<file path="src/rtl/bnn_maxpool_stage_if.sv">
// Pixel-in / pooled-write-out bundle for the BNN max-pool stage.
// The producer (row sequencer tap) uses master; the pooling stage uses slave.
interface bnn_maxpool_stage_if #(
  parameter int ADDR_W = 5,
  parameter int CNT_W  = 8
);
  logic              in_valid;
  logic [ADDR_W-1:0] in_row;
  logic [ADDR_W-1:0] in_col;
  logic              in_bit;
  logic              pool_wr_en;
  logic [ADDR_W-2:0] pool_rowaddr;
  logic [ADDR_W-2:0] pool_coladdr;
  logic              pool_data;
  logic              frame_done;
  logic [CNT_W-1:0]  ones_count;

  modport master (
    output in_valid, in_row, in_col, in_bit,
    input  pool_wr_en, pool_rowaddr, pool_coladdr, pool_data, frame_done, ones_count
  );

  modport slave (
    input  in_valid, in_row, in_col, in_bit,
    output pool_wr_en, pool_rowaddr, pool_coladdr, pool_data, frame_done, ones_count
  );
endinterface

</file>
<file path="src/rtl/bnn_maxpool_stage.sv">
// 2x2 binary max-pool (OR) over a raster 1-bit feature map, with a per-frame
// count of set pooled pixels and a frame-completion pulse.
module bnn_maxpool_stage #(
  parameter int IMG_W  = 28,
  parameter int IMG_H  = 28,
  parameter int ADDR_W = 5,
  parameter int CNT_W  = 8
) (
  input  logic                 clk,
  input  logic                 rst,
  bnn_maxpool_stage_if.slave   bus
);
  localparam int PW = IMG_W / 2;
  localparam int PH = IMG_H / 2;
  localparam int PA = ADDR_W - 1;

  logic [PW-1:0]    linebuf;
  logic             pair_reg;

  logic             in_range;
  logic             pair;
  logic             top;
  logic             pooled;
  logic [PA-1:0]    prow;
  logic [PA-1:0]    pcol;

  logic             wr_en_q;
  logic [PA-1:0]    rowaddr_q;
  logic [PA-1:0]    coladdr_q;
  logic             data_q;
  logic             done_q;
  logic [CNT_W-1:0] cnt_q;

  always_comb begin
    prow     = bus.in_row[ADDR_W-1:1];
    pcol     = bus.in_col[ADDR_W-1:1];
    in_range = bus.in_valid
               && (bus.in_row < ADDR_W'(IMG_H))
               && (bus.in_col < ADDR_W'(IMG_W));
    pair     = pair_reg | bus.in_bit;
    top      = 1'b0;
    // Guard the read so an out-of-range column never indexes past linebuf.
    if (in_range) top = linebuf[pcol];
    pooled   = top | pair;
  end

  always_ff @(posedge clk or posedge rst) begin
    if (rst) begin
      linebuf   <= '0;
      pair_reg  <= 1'b0;
      wr_en_q   <= 1'b0;
      rowaddr_q <= '0;
      coladdr_q <= '0;
      data_q    <= 1'b0;
      done_q    <= 1'b0;
      cnt_q     <= '0;
    end else begin
      wr_en_q <= 1'b0;
      done_q  <= 1'b0;
      if (in_range) begin
        if (!bus.in_col[0]) begin
          pair_reg <= bus.in_bit;
        end else begin
          pair_reg <= 1'b0;
          if (!bus.in_row[0]) begin
            linebuf[pcol] <= pair;
          end else begin
            // Consuming the slot clears it, so the next frame needs no bubble.
            linebuf[pcol] <= 1'b0;
            wr_en_q       <= 1'b1;
            data_q        <= pooled;
            rowaddr_q     <= prow;
            coladdr_q     <= pcol;
            done_q        <= (prow == PA'(PH - 1)) && (pcol == PA'(PW - 1));
            if (prow == '0 && pcol == '0) cnt_q <= CNT_W'(pooled);
            else                          cnt_q <= cnt_q + CNT_W'(pooled);
          end
        end
      end
    end
  end

  assign bus.pool_wr_en   = wr_en_q;
  assign bus.pool_rowaddr = rowaddr_q;
  assign bus.pool_coladdr = coladdr_q;
  assign bus.pool_data    = data_q;
  assign bus.frame_done   = done_q;
  assign bus.ones_count   = cnt_q;
endmodule

</file>
<file path="src/flat_wrapper.sv">
// flat-port wrapper written by rule: the top's interface ports become plain ports
module bnn_maxpool_stage_flat 
#(
  parameter int IMG_W  = 28,
  parameter int IMG_H  = 28,
  parameter int ADDR_W = 5,
  parameter int CNT_W  = 8
)
  (clk, rst, bus_in_valid, bus_in_row, bus_in_col, bus_in_bit, bus_pool_wr_en, bus_pool_rowaddr, bus_pool_coladdr, bus_pool_data, bus_frame_done, bus_ones_count);
  bnn_maxpool_stage_if #(.ADDR_W(ADDR_W), .CNT_W(CNT_W)) bus_i ();
  input  logic clk;
  input  logic rst;
  input wire logic [$bits(bus_i.in_valid)-1:0] bus_in_valid;
  input wire logic [$bits(bus_i.in_row)-1:0] bus_in_row;
  input wire logic [$bits(bus_i.in_col)-1:0] bus_in_col;
  input wire logic [$bits(bus_i.in_bit)-1:0] bus_in_bit;
  output wire logic [$bits(bus_i.pool_wr_en)-1:0] bus_pool_wr_en;
  output wire logic [$bits(bus_i.pool_rowaddr)-1:0] bus_pool_rowaddr;
  output wire logic [$bits(bus_i.pool_coladdr)-1:0] bus_pool_coladdr;
  output wire logic [$bits(bus_i.pool_data)-1:0] bus_pool_data;
  output wire logic [$bits(bus_i.frame_done)-1:0] bus_frame_done;
  output wire logic [$bits(bus_i.ones_count)-1:0] bus_ones_count;
  assign bus_i.in_valid = bus_in_valid;
  assign bus_i.in_row = bus_in_row;
  assign bus_i.in_col = bus_in_col;
  assign bus_i.in_bit = bus_in_bit;
  assign bus_pool_wr_en = bus_i.pool_wr_en;
  assign bus_pool_rowaddr = bus_i.pool_rowaddr;
  assign bus_pool_coladdr = bus_i.pool_coladdr;
  assign bus_pool_data = bus_i.pool_data;
  assign bus_frame_done = bus_i.frame_done;
  assign bus_ones_count = bus_i.ones_count;
  bnn_maxpool_stage #(.IMG_W(IMG_W), .IMG_H(IMG_H), .ADDR_W(ADDR_W), .CNT_W(CNT_W)) u_core (.clk(clk), .rst(rst), .bus(bus_i));
endmodule
</file>
<file path="config.mk">
export PLATFORM = sky130hd
export DESIGN_NAME = bnn_maxpool_stage_flat
export DESIGN_NICKNAME = d
export VERILOG_FILES = /design/src/rtl/bnn_maxpool_stage_if.sv /design/src/rtl/bnn_maxpool_stage.sv /design/src/flat_wrapper.sv
export SDC_FILE = /design/constraint.sdc
export NUM_CORES = 1
export LEC_CHECK = 0
export ABC_CLOCK_PERIOD_IN_PS = 2800
export CAP_MARGIN = 20
export CORE_ASPECT_RATIO = 0.8
export CORE_MARGIN = 4
export CORE_UTILIZATION = 51
export DETAILED_ROUTE_END_ITERATION = 12
export GPL_TIMING_DRIVEN = 0
export PLACE_DENSITY = 0.8
export SLEW_MARGIN = 10
export SYNTH_ARGS = -nofsm -noshare
export SYNTH_HDL_FRONTEND = slang
export SYNTH_SLANG_ARGS = --single-unit
</file>
<file path="constraint.sdc">
create_clock -name clk -period 2.8 [get_ports clk]
set_clock_uncertainty 0.05 [all_clocks]
set_input_delay 0.84 -clock clk [delete_from_list [all_inputs] [get_ports clk]]
set_output_delay 0.84 -clock clk [all_outputs]
set_load 0.005 [all_outputs]
</file>
Word level (Yosys, flattened, before mapping)
Cells that the tools add are included.
- add/subtract/negate cells: 1
- shifts and indexed selects: 0
- equal/unequal tests: 2
- reductions and logical operators: 9
- bitwise gates (word level): 4
- div/mod/pow operators: 0
- multipliers: 0
- multiplexer cells: 15
- order comparisons: 4
- operators with widths (operator ; count):
    AND 14 bit ; 1
    bitwise mux 14 bit ; 1
    2-to-1 mux 14 bit ; 1
    NOT 14 bit ; 1
    < comparator 5 bit, second input constant ; 2
    2-to-1 mux 1 bit ; 10
    adder 8 x 1 -> 8 bit ; 1
    == test 4 bit, second input constant ; 2
    logical NOT 4 bit ; 2
    2-to-1 mux 8 bit ; 1
    logical AND 1 bit ; 5
    < comparator 4 x 5 -> 1 bit, second input constant ; 1
    binary-select mux 1 bit (select 4 bit) ; 1
    demux 1 bit (select 4 bit) ; 1
    >= comparator 4 x 1 -> 1 bit, second input constant ; 1
    AND reduction 3 bit ; 1
    OR 1 bit ; 2
    AND reduction 2 bit ; 1
- bits in writable memories: 0
- bits in read-only memories: 0
- logic and storage cells: 43
- memories kept: 0
- output and inout bits: 19
- input port bits: 14
- latch bits: 0
- bits in registers: 34

Depth between registers and ports, before layout
Gate-level depths: netlist of the first run.
- depth in word-level cells: 7
- depth in mapped cells: 12
- depth with buffers taken out: 11

Least setup slack after synthesis of the first run
Ideal clock, no wire load.
- path kind: input-to-reg
- from: in bus_in_col[2]
- to: reg u_core.cnt_q[6], in the netlist u_core.bus.ones_count[6]
- required time: 2621 ps
- stages: 12
- setup time: 129 ps
- arrival: 2627 ps
- path buffers: 1
- path slack: -6 ps
- cell sequence: buf_6 > mux2i_1 > mux4_2 > nand3b_1 > o211ai_2 > inv_1 > ha_1 > and4_1 > and2_1 > a21oi_1 > o21ai_0 > o21ai_0
- word-level cells in the longest chain between the ends: 6
- elaborated cells between the ends (all ways): 11
- those cells by class: add/sub (1); order compare (1); mux (4); bitwise (1); reduce/logical (4)
- ends and longest elaborated chain (what ; RTL line ; source):
    start: declaration ; flat_wrapper.sv:15 ; input wire logic [$bits(bus_i.in_col)-1:0] bus_in_col;
    binary-select mux 1 bit (select 4 bit) / < comparator 5 bit (equally long branches) ; bnn_maxpool_stage.sv:43, bnn_maxpool_stage.sv:39 ;
    2-to-1 mux 1 bit (not written as such) / logical AND 1 bit (equally long branches) ; bnn_maxpool_stage.sv:43, bnn_maxpool_stage.sv:39 ;
    2-to-1 mux 1 bit * ; bnn_maxpool_stage.sv:43 ; if (in_range) top = linebuf[pcol];
    OR 1 bit * ; bnn_maxpool_stage.sv:44 ; pooled = top | pair;
    named net u_core.pooled ; bnn_maxpool_stage.sv:23 ; logic pooled;
    adder 8 x 1 -> 8 bit * ; bnn_maxpool_stage.sv:76 ; else cnt_q <= cnt_q + CNT_W'(pooled);
    2-to-1 mux 8 bit * ; bnn_maxpool_stage.sv:75 ; if (prow == '0 && pcol == '0) cnt_q <= CNT_W'(pooled);
    end signal: assignment ; bnn_maxpool_stage.sv:75 ;
    end signal: assignment ; bnn_maxpool_stage.sv:76 ;
    end: declaration ; bnn_maxpool_stage.sv:32 ; logic [CNT_W-1:0] cnt_q;
Mark *: on every way through the listed nets, which the timed path passes. The rest lies on a longest branch. The select of a mux whose other input is x is not followed.
A chain may end at the register's enable or synchronous reset.

Final worst setup path of the first run
- from: in bus_in_col[2]
- to: reg u_core.cnt_q[7], in the netlist u_core.bus.ones_count[7]
The elaborated chain is that of the path after synthesis.

==> impl_metrics.json, run 1 <==
{
  "status": "finished clean",
  "synth_top_area_share": 0.4931,
  "wl_per_cell_um": 16.34,
  "crit_family": "multiplexers",
  "netlist_top_cells_count": "dfrtp_1 (34), nand2_1 (31), o21ai_0 (21)",
  "drtAntennaViolNets": 0,
  "area_growth_pct": 31.04,
  "ir_drop_mv": 0.3542,
  "r2r_slack_ps": 610,
  "path_cells": "buf_2 -> buf_6 -> mux2i_1 -> mux4_2 -> nand3b_1 -> o211ai_2 -> inv_2 -> ha_2 -> nand3_2 -> nor2_1 -> nor2_1 -> o21ai_1 -> o41ai_1",
  "dpl.hpwl_um": 3062,
  "whs_path_depth": 2,
  "antenna_cells": 0,
  "vias": 1533,
  "gp_congestion": 0.8780,
  "critPathBufInv": 3,
  "total_power_uw": 1322,
  "yosysMostFrequentCell": "dfrtp_1",
  "dpl_cell_area_sq_um": 2106,
  "synthFlopType": "dfrtp_1",
  "maxSlewViolCount": 0,
  "cp_slowest_stage_delay_ps": 470,
  "cp_max_fo": 4,
  "crit_start": "bus_in_col[2]",
  "first_iter_violations": 129,
  "cp-end-kind": "flip-flop",
  "fmax_mhz": 370.7,
  "ioPinCount": 33,
  "drive_gt1_frac": 0.1598,
  "wirelength_um": 4233,
  "fillers": 232,
  "synth_cells": 177,
  "p_leak_uw": 0.001007,
  "port-buffer-count": 30,
  "synth_area_sq_um": 1725,
  "cpMostUsedCell": "nor2_1",
  "post-synth-top-area-cell": "dfrtp_1",
  "cp.arrival_ps": 2800,
  "worst-endpoint-required_ps": 2910,
  "hold_viol": 0,
  "cts_made_buffers": 5,
  "preCtsSetupSlack_ps": -766.2,
  "r2r-end": "u_core.bus.ones_count[7]$_DFFE_PP0P_",
  "finalSetupViolCount": 0,
  "firstDrtPassIters": 4,
  "grt_remaining_overflow": 0,
  "antenna_found_initial": 0,
  "drc_errors": 0,
  "die_h_um": 60.03,
  "cts-htree-levels": 2,
  "syn-num-nets": 193,
  "top_register": "u_core.linebuf",
  "fin_util": 0.7120,
  "ff2ff_path_depth": 11,
  "p_per_area_nw_per_um2": 584.7,
  "vias_per_cell": 5.919,
  "fin_nets": 234,
  "max-slew-margin-rel": 0.5268,
  "clockRootBuffer": "clkbuf_8",
  "std_cell_rows": 18,
  "synth_area_leaders": "dfrtp_1 (49%), nand2_1 (6.7%), o21ai_0 (6.1%)",
  "avgSynthCellArea_sq_um": 9.748,
  "hold_buffers": 0,
  "start_kind": "primary input",
  "tightest_slew_ps": 709.0,
  "synth_cell_types": 32,
  "grt_pass1_wl_um": 6982,
  "grt_usage": 0.2147,
  "rsz0062_at_grt": "true",
  "min_to": "u_core.bus.pool_rowaddr[0]$_DFFE_PP0P_",
  "synth_seq_area_share": 0.4931,
  "fin_crit_ps": 2698,
  "die_width_um": 73.03,
  "cts_tree": "built",
  "drv_cap": 0,
  "ys_seq_elements": 34,
  "min_path_type": "flip-flop to flip-flop",
  "clk_pin_slew_worst_paths_ps": 70,
  "clkLatencyLatePin_ps": 290,
  "fin_crit_sh": 0.9635,
  "synth-edff-count": 0,
  "start_util": 0.5433,
  "grt_pass1_vias": 1456,
  "r2r-start": "u_core.linebuf[11]$_DFFE_PP0P_",
  "fin_ws_ps": 102.2,
  "cp_slowest_cell": "mux4_2",
  "hp-start": "u_core.bus.pool_rowaddr[0]$_DFFE_PP0P_",
  "ys.warnings.count": 0,
  "clock_sinks": 34,
  "grt_max_degree": 19,
  "core-area_sq_um": 3176,
  "synthArstFlopShare": 1.000,
  "critical_path_class": "primary input to flip-flop",
  "die-area_sq_um": 4384,
  "largest_reg_flops": 14,
  "stdcell_area_sq_um": 2261,
  "cts_max_path_buffers": 2
}
[where the power goes]
| part | leakage [uW] | switching, uW | total [uW] | internal (uW) |
|---|---|---|---|---|
| registers | 0.000450 | 60.9 | 626 | 566 |
| clock network | 0.0000482 | 176 | 375 | 198 |
| logic | 0.000509 | 135 | 321 | 186 |
| total | 0.00101 | 372 | 1320 | 950 |
[cells in the final DEF (no fill, tap or decap), types with 2 or more instances in the layout]
master           instances
and3_1                   3
o21ai_0                 16
dfrtp_1                 34
buf_6                    2
nand2b_1                 5
inv_1                    3
buf_2                    5
o21ai_1                  5
nand2_1                 31
mux2_2                   7
nor2_1                   9
nand3b_1                 2
mux2i_1                  7
nor3_1                   3
clkdlybuf4s50_1         27
a21oi_1                  2
nand3_1                  9
clkbuf_1                 4
or3_1                    2
o41ai_1                  8
buf_4                    3
nand4_1                  3
clkbuf_8                 6
or4_1                    2
[cell families (layout without fill, tap and decap cells)]
group           after synthesis  in the layout  share of synthesized area
simple gates                 75             75                     0.2110
compound gates               37             37                     0.1436
flops                        34             34                     0.4931
mux                          15             15                    0.09935
buf+inv                      14             56                    0.03843
fa+ha+maj                     2              2                    0.01450
[per-stage QoR]
step                      hold slack, ps  cells  TNS, ps
after floorplan                    400.5    177        0
after global placement             407.6    247    -4010
after detailed placement           411.6    248    -4520
after CTS                          428.4    259        0
after global routing               448.6    259   -24.63
final                              427.2    259        0
[layout make-up]
class | instances | area, sq um | area share
inverter | 4 | 15.01 | 0.006641
sequential | 34 | 850.8 | 0.3763
buffer | 9 | 53.80 | 0.02380
tap | 40 | 50.05 | 0.02214
multi-input combinational | 129 | 833.3 | 0.3686
timing repair buffer | 35 | 366.6 | 0.1621
clock inverter | 1 | 5.005 | 0.002214
clock buffer | 7 | 86.33 | 0.03818
[metal layers]
metal | vias to the layer above | global-route usage | share of wire | routed length (um)
met5 | - | 0 | 0 | 0
met4 | 0 | 0.09211 | 0.026 | 108
met3 | 12 | 0.05378 | 0.091 | 387
met2 | 82 | 0.3350 | 0.46 | 1958
met1 | 714 | 0.2849 | 0.42 | 1778
li1 | 725 | - | - | -
[repair_timing]
action                                  CTS  global route
setup buffers                             4             0
cloned                                    0             0
pin swaps                                 1             1
endpoints found under the setup margin    6             5
resized for setup                        16             4
[tightest hold or removal path: cells and delay by family, from the launching register on]
family | cells | cell delay (ps)
AND/OR/NAND/NOR | 2 | 110
flip-flops | 1 | 340
[worst max-delay path by stage]
stage / end / slack [ps] / depth (start not counted)
floorplan: u_core.bus.ones_count[6]$_DFFE_PP0P_ / 20 / 12
global placement: u_core.bus.ones_count[6]$_DFFE_PP0P_ / -740 / 13
detailed placement: u_core.bus.ones_count[6]$_DFFE_PP0P_ / -770 / 13
CTS: u_core.bus.ones_count[6]$_DFFE_PP0P_ / 60 / 12
global route: u_core.bus.ones_count[7]$_DFFE_PP0P_ / -20 / 13
finish: u_core.bus.ones_count[7]$_DFFE_PP0P_ / 100 / 13
Power figures use the tool's default switching activity.
==> run 2, diff against run 1 <==
ABC_CLOCK_PERIOD_IN_PS = not set   (was 2800)
CORE_MARGIN = 10   (was 4)
==> impl_metrics.json, run 2 (synthesized netlist as in run 1, its figures left out) <==
{
  "vias": 1544,
  "grt_pass1_vias": 1505,
  "area_growth_pct": 31.91,
  "antenna_cells": 0,
  "cpMostUsedCell": "o21ai_1",
  "path_cells": "buf_2 -> mux2i_2 -> mux4_2 -> nand3b_1 -> o211ai_2 -> inv_2 -> ha_4 -> and4_4 -> and2_4 -> nor2_1 -> o21ai_1 -> o21ai_1",
  "p_leak_uw": 0.001003,
  "wirelength_um": 4440,
  "gp_congestion": 0.8672,
  "cts_tree": "built",
  "tightest_slew_ps": 640.9,
  "fmax_mhz": 364.2,
  "fillers": 233,
  "drtAntennaViolNets": 0,
  "cp-end-kind": "flip-flop",
  "die_h_um": 72.03,
  "power_switching_uw": 392.2,
  "vias_per_cell": 5.916,
  "wl_per_cell_um": 17.01,
  "core-area_sq_um": 3176,
  "cp_max_fo": 7,
  "start_util": 0.5433,
  "maxSlewViolCount": 0,
  "status": "finished clean",
  "cp_slowest_stage_delay_ps": 470,
  "grt_max_degree": 21,
  "min_path_type": "flip-flop to flip-flop",
  "fin_crit_ps": 2746,
  "cp_slowest_cell": "mux4_2",
  "fin_util": 0.7167,
  "stdcell_area_sq_um": 2276,
  "fin_nets": 236,
  "seq_area_sq_um": 850.8,
  "final_cell_mix": "dfrtp_1 (34), nand2_1 (31), clkdlybuf4s50_1 (27), o21ai_0 (16), nand3_1 (9)",
  "die-area_sq_um": 6124,
  "drive_gt1_frac": 0.1810,
  "hold_slack_ps": 425.9,
  "crit_path_end": "u_core.bus.ones_count[5]$_DFFE_PP0P_",
  "clockPowerShare": 0.277,
  "die_width_um": 85.03,
  "cts_max_path_buffers": 2,
  "dpl.hpwl_um": 3129,
  "final_common_cell": "dfrtp_1",
  "seqPwrFrac": 0.469,
  "swShare": 0.2898,
  "std_cell_rows": 18,
  "grt_remaining_overflow": 0,
  "first_iter_violations": 148,
  "port-buffer-count": 30,
  "r2r-end": "u_core.bus.ones_count[5]$_DFFE_PP0P_",
  "drv_cap": 0,
  "drc_errors": 0,
  "p_per_area_nw_per_um2": 594.8,
  "hold_buffers": 0,
  "r2r_slack_ps": 490,
  "cellInternalPower_uw": 961.4,
  "multi_input_area_sq_um": 850.8,
  "largest_reg_flops": 14,
  "finalSetupViolCount": 0,
  "hold_viol": 0,
  "max-slew-margin-rel": 0.5723,
  "combPwrFrac": 0.254,
  "cp.arrival_ps": 2860,
  "critical_path_class": "primary input to flip-flop",
  "ir_drop_mv": 0.3655,
  "dpl_cell_area_sq_um": 2106,
  "top_register": "u_core.linebuf",
  "grt_usage": 0.1418,
  "clk_pin_slew_worst_paths_ps": 70,
  "crit_start": "bus_in_col[2]",
  "ff2ff_path_depth": 11,
  "start_kind": "primary input",
  "cts_made_buffers": 5,
  "cts-htree-levels": 2,
  "grt_pass1_wl_um": 7203,
  "r2r-start": "u_core.linebuf[9]$_DFFE_PP0P_",
  "firstDrtPassIters": 5,
  "ioPinCount": 33,
  "fin_crit_sh": 0.9806,
  "clkLatencyLatePin_ps": 290,
  "clockRootBuffer": "clkbuf_8",
  "clock_sinks": 34,
  "worst-endpoint-required_ps": 2920,
  "antenna_found_initial": 0
}
## run 2: metrics by stage
step | total power, uW | worst slack, ps | TNS, ps | std cells
after floorplan | 765.8 | 19.66 | 0 | 177
after global placement | 911.6 | -732.4 | -4008 | 247
after detailed placement | 930.0 | -851.2 | -4458 | 248
after CTS | 1316 | 33.14 | 0 | 260
after global routing | 1429 | -43.05 | -49.35 | 261
final | 1354 | 54.23 | 0 | 261
## run 2: how the worst min path moves through the flow
stage,cells after the start,end,start,slack (ps)
2_1_floorplan,2,u_core.pair_reg$_DFFE_PP0P_,u_core.pair_reg$_DFFE_PP0P_,400
3_3_place_gp,2,u_core.bus.pool_coladdr[3]$_DFFE_PP0P_,u_core.bus.pool_coladdr[3]$_DFFE_PP0P_,410
3_5_place_dp,2,u_core.bus.pool_rowaddr[2]$_DFFE_PP0P_,u_core.bus.pool_rowaddr[2]$_DFFE_PP0P_,420
4_1_cts,1,u_core.bus.ones_count[7]$_DFFE_PP0P_,u_core.bus.ones_count[7]$_DFFE_PP0P_,430
5_1_grt,2,u_core.bus.pool_rowaddr[3]$_DFFE_PP0P_,u_core.bus.pool_rowaddr[3]$_DFFE_PP0P_,460
6_report,2,u_core.bus.pool_rowaddr[1]$_DFFE_PP0P_,u_core.bus.pool_rowaddr[1]$_DFFE_PP0P_,430
## run 2: cell type report
type / instances / area share
Buffer: 8 / 0.01979
Clock buffer: 7 / 0.03793
Inverter: 4 / 0.006597
Sequential cell: 34 / 0.3738
Clock inverter: 1 / 0.002199
Tap cell: 40 / 0.02199
Multi-Input combinational cell: 129 / 0.3738
Timing Repair Buffer: 38 / 0.1638
## run 2: routing by layer
metal / vias up / share of wire / global-route usage
met5: - / 0 / 0
met4: 0 / 0.013 / 0.04197
met3: 9 / 0.091 / 0.06920
met2: 67 / 0.45 / 0.2118
met1: 741 / 0.44 / 0.1767
li1: 727 / - / -
## run 2: power by group through the flow
stage               registers, uW  logic [uW]  clock network (uW)
finish                        635         344                 375
global route                  643         377                 409
CTS                           620         315                 380
detailed placement            628         302                   0
global placement              622         290                   0
floorplan                     622         144                   0
## run 2: worst max-delay path, delay by kind of cell
| kind | cells | cell delay [ps] |
|---|---|---|
| mux | 2 | 640 |
| simple gates | 4 | 580 |
| compound gates | 3 | 360 |
| buf+inv | 2 | 280 |
| fa+ha+maj | 1 | 150 |
## run 2: timing repair
action,CTS,global route
setup endpoints to repair,6,4
setup buffers,5,2
resized for setup,13,12
pin swaps,1,4
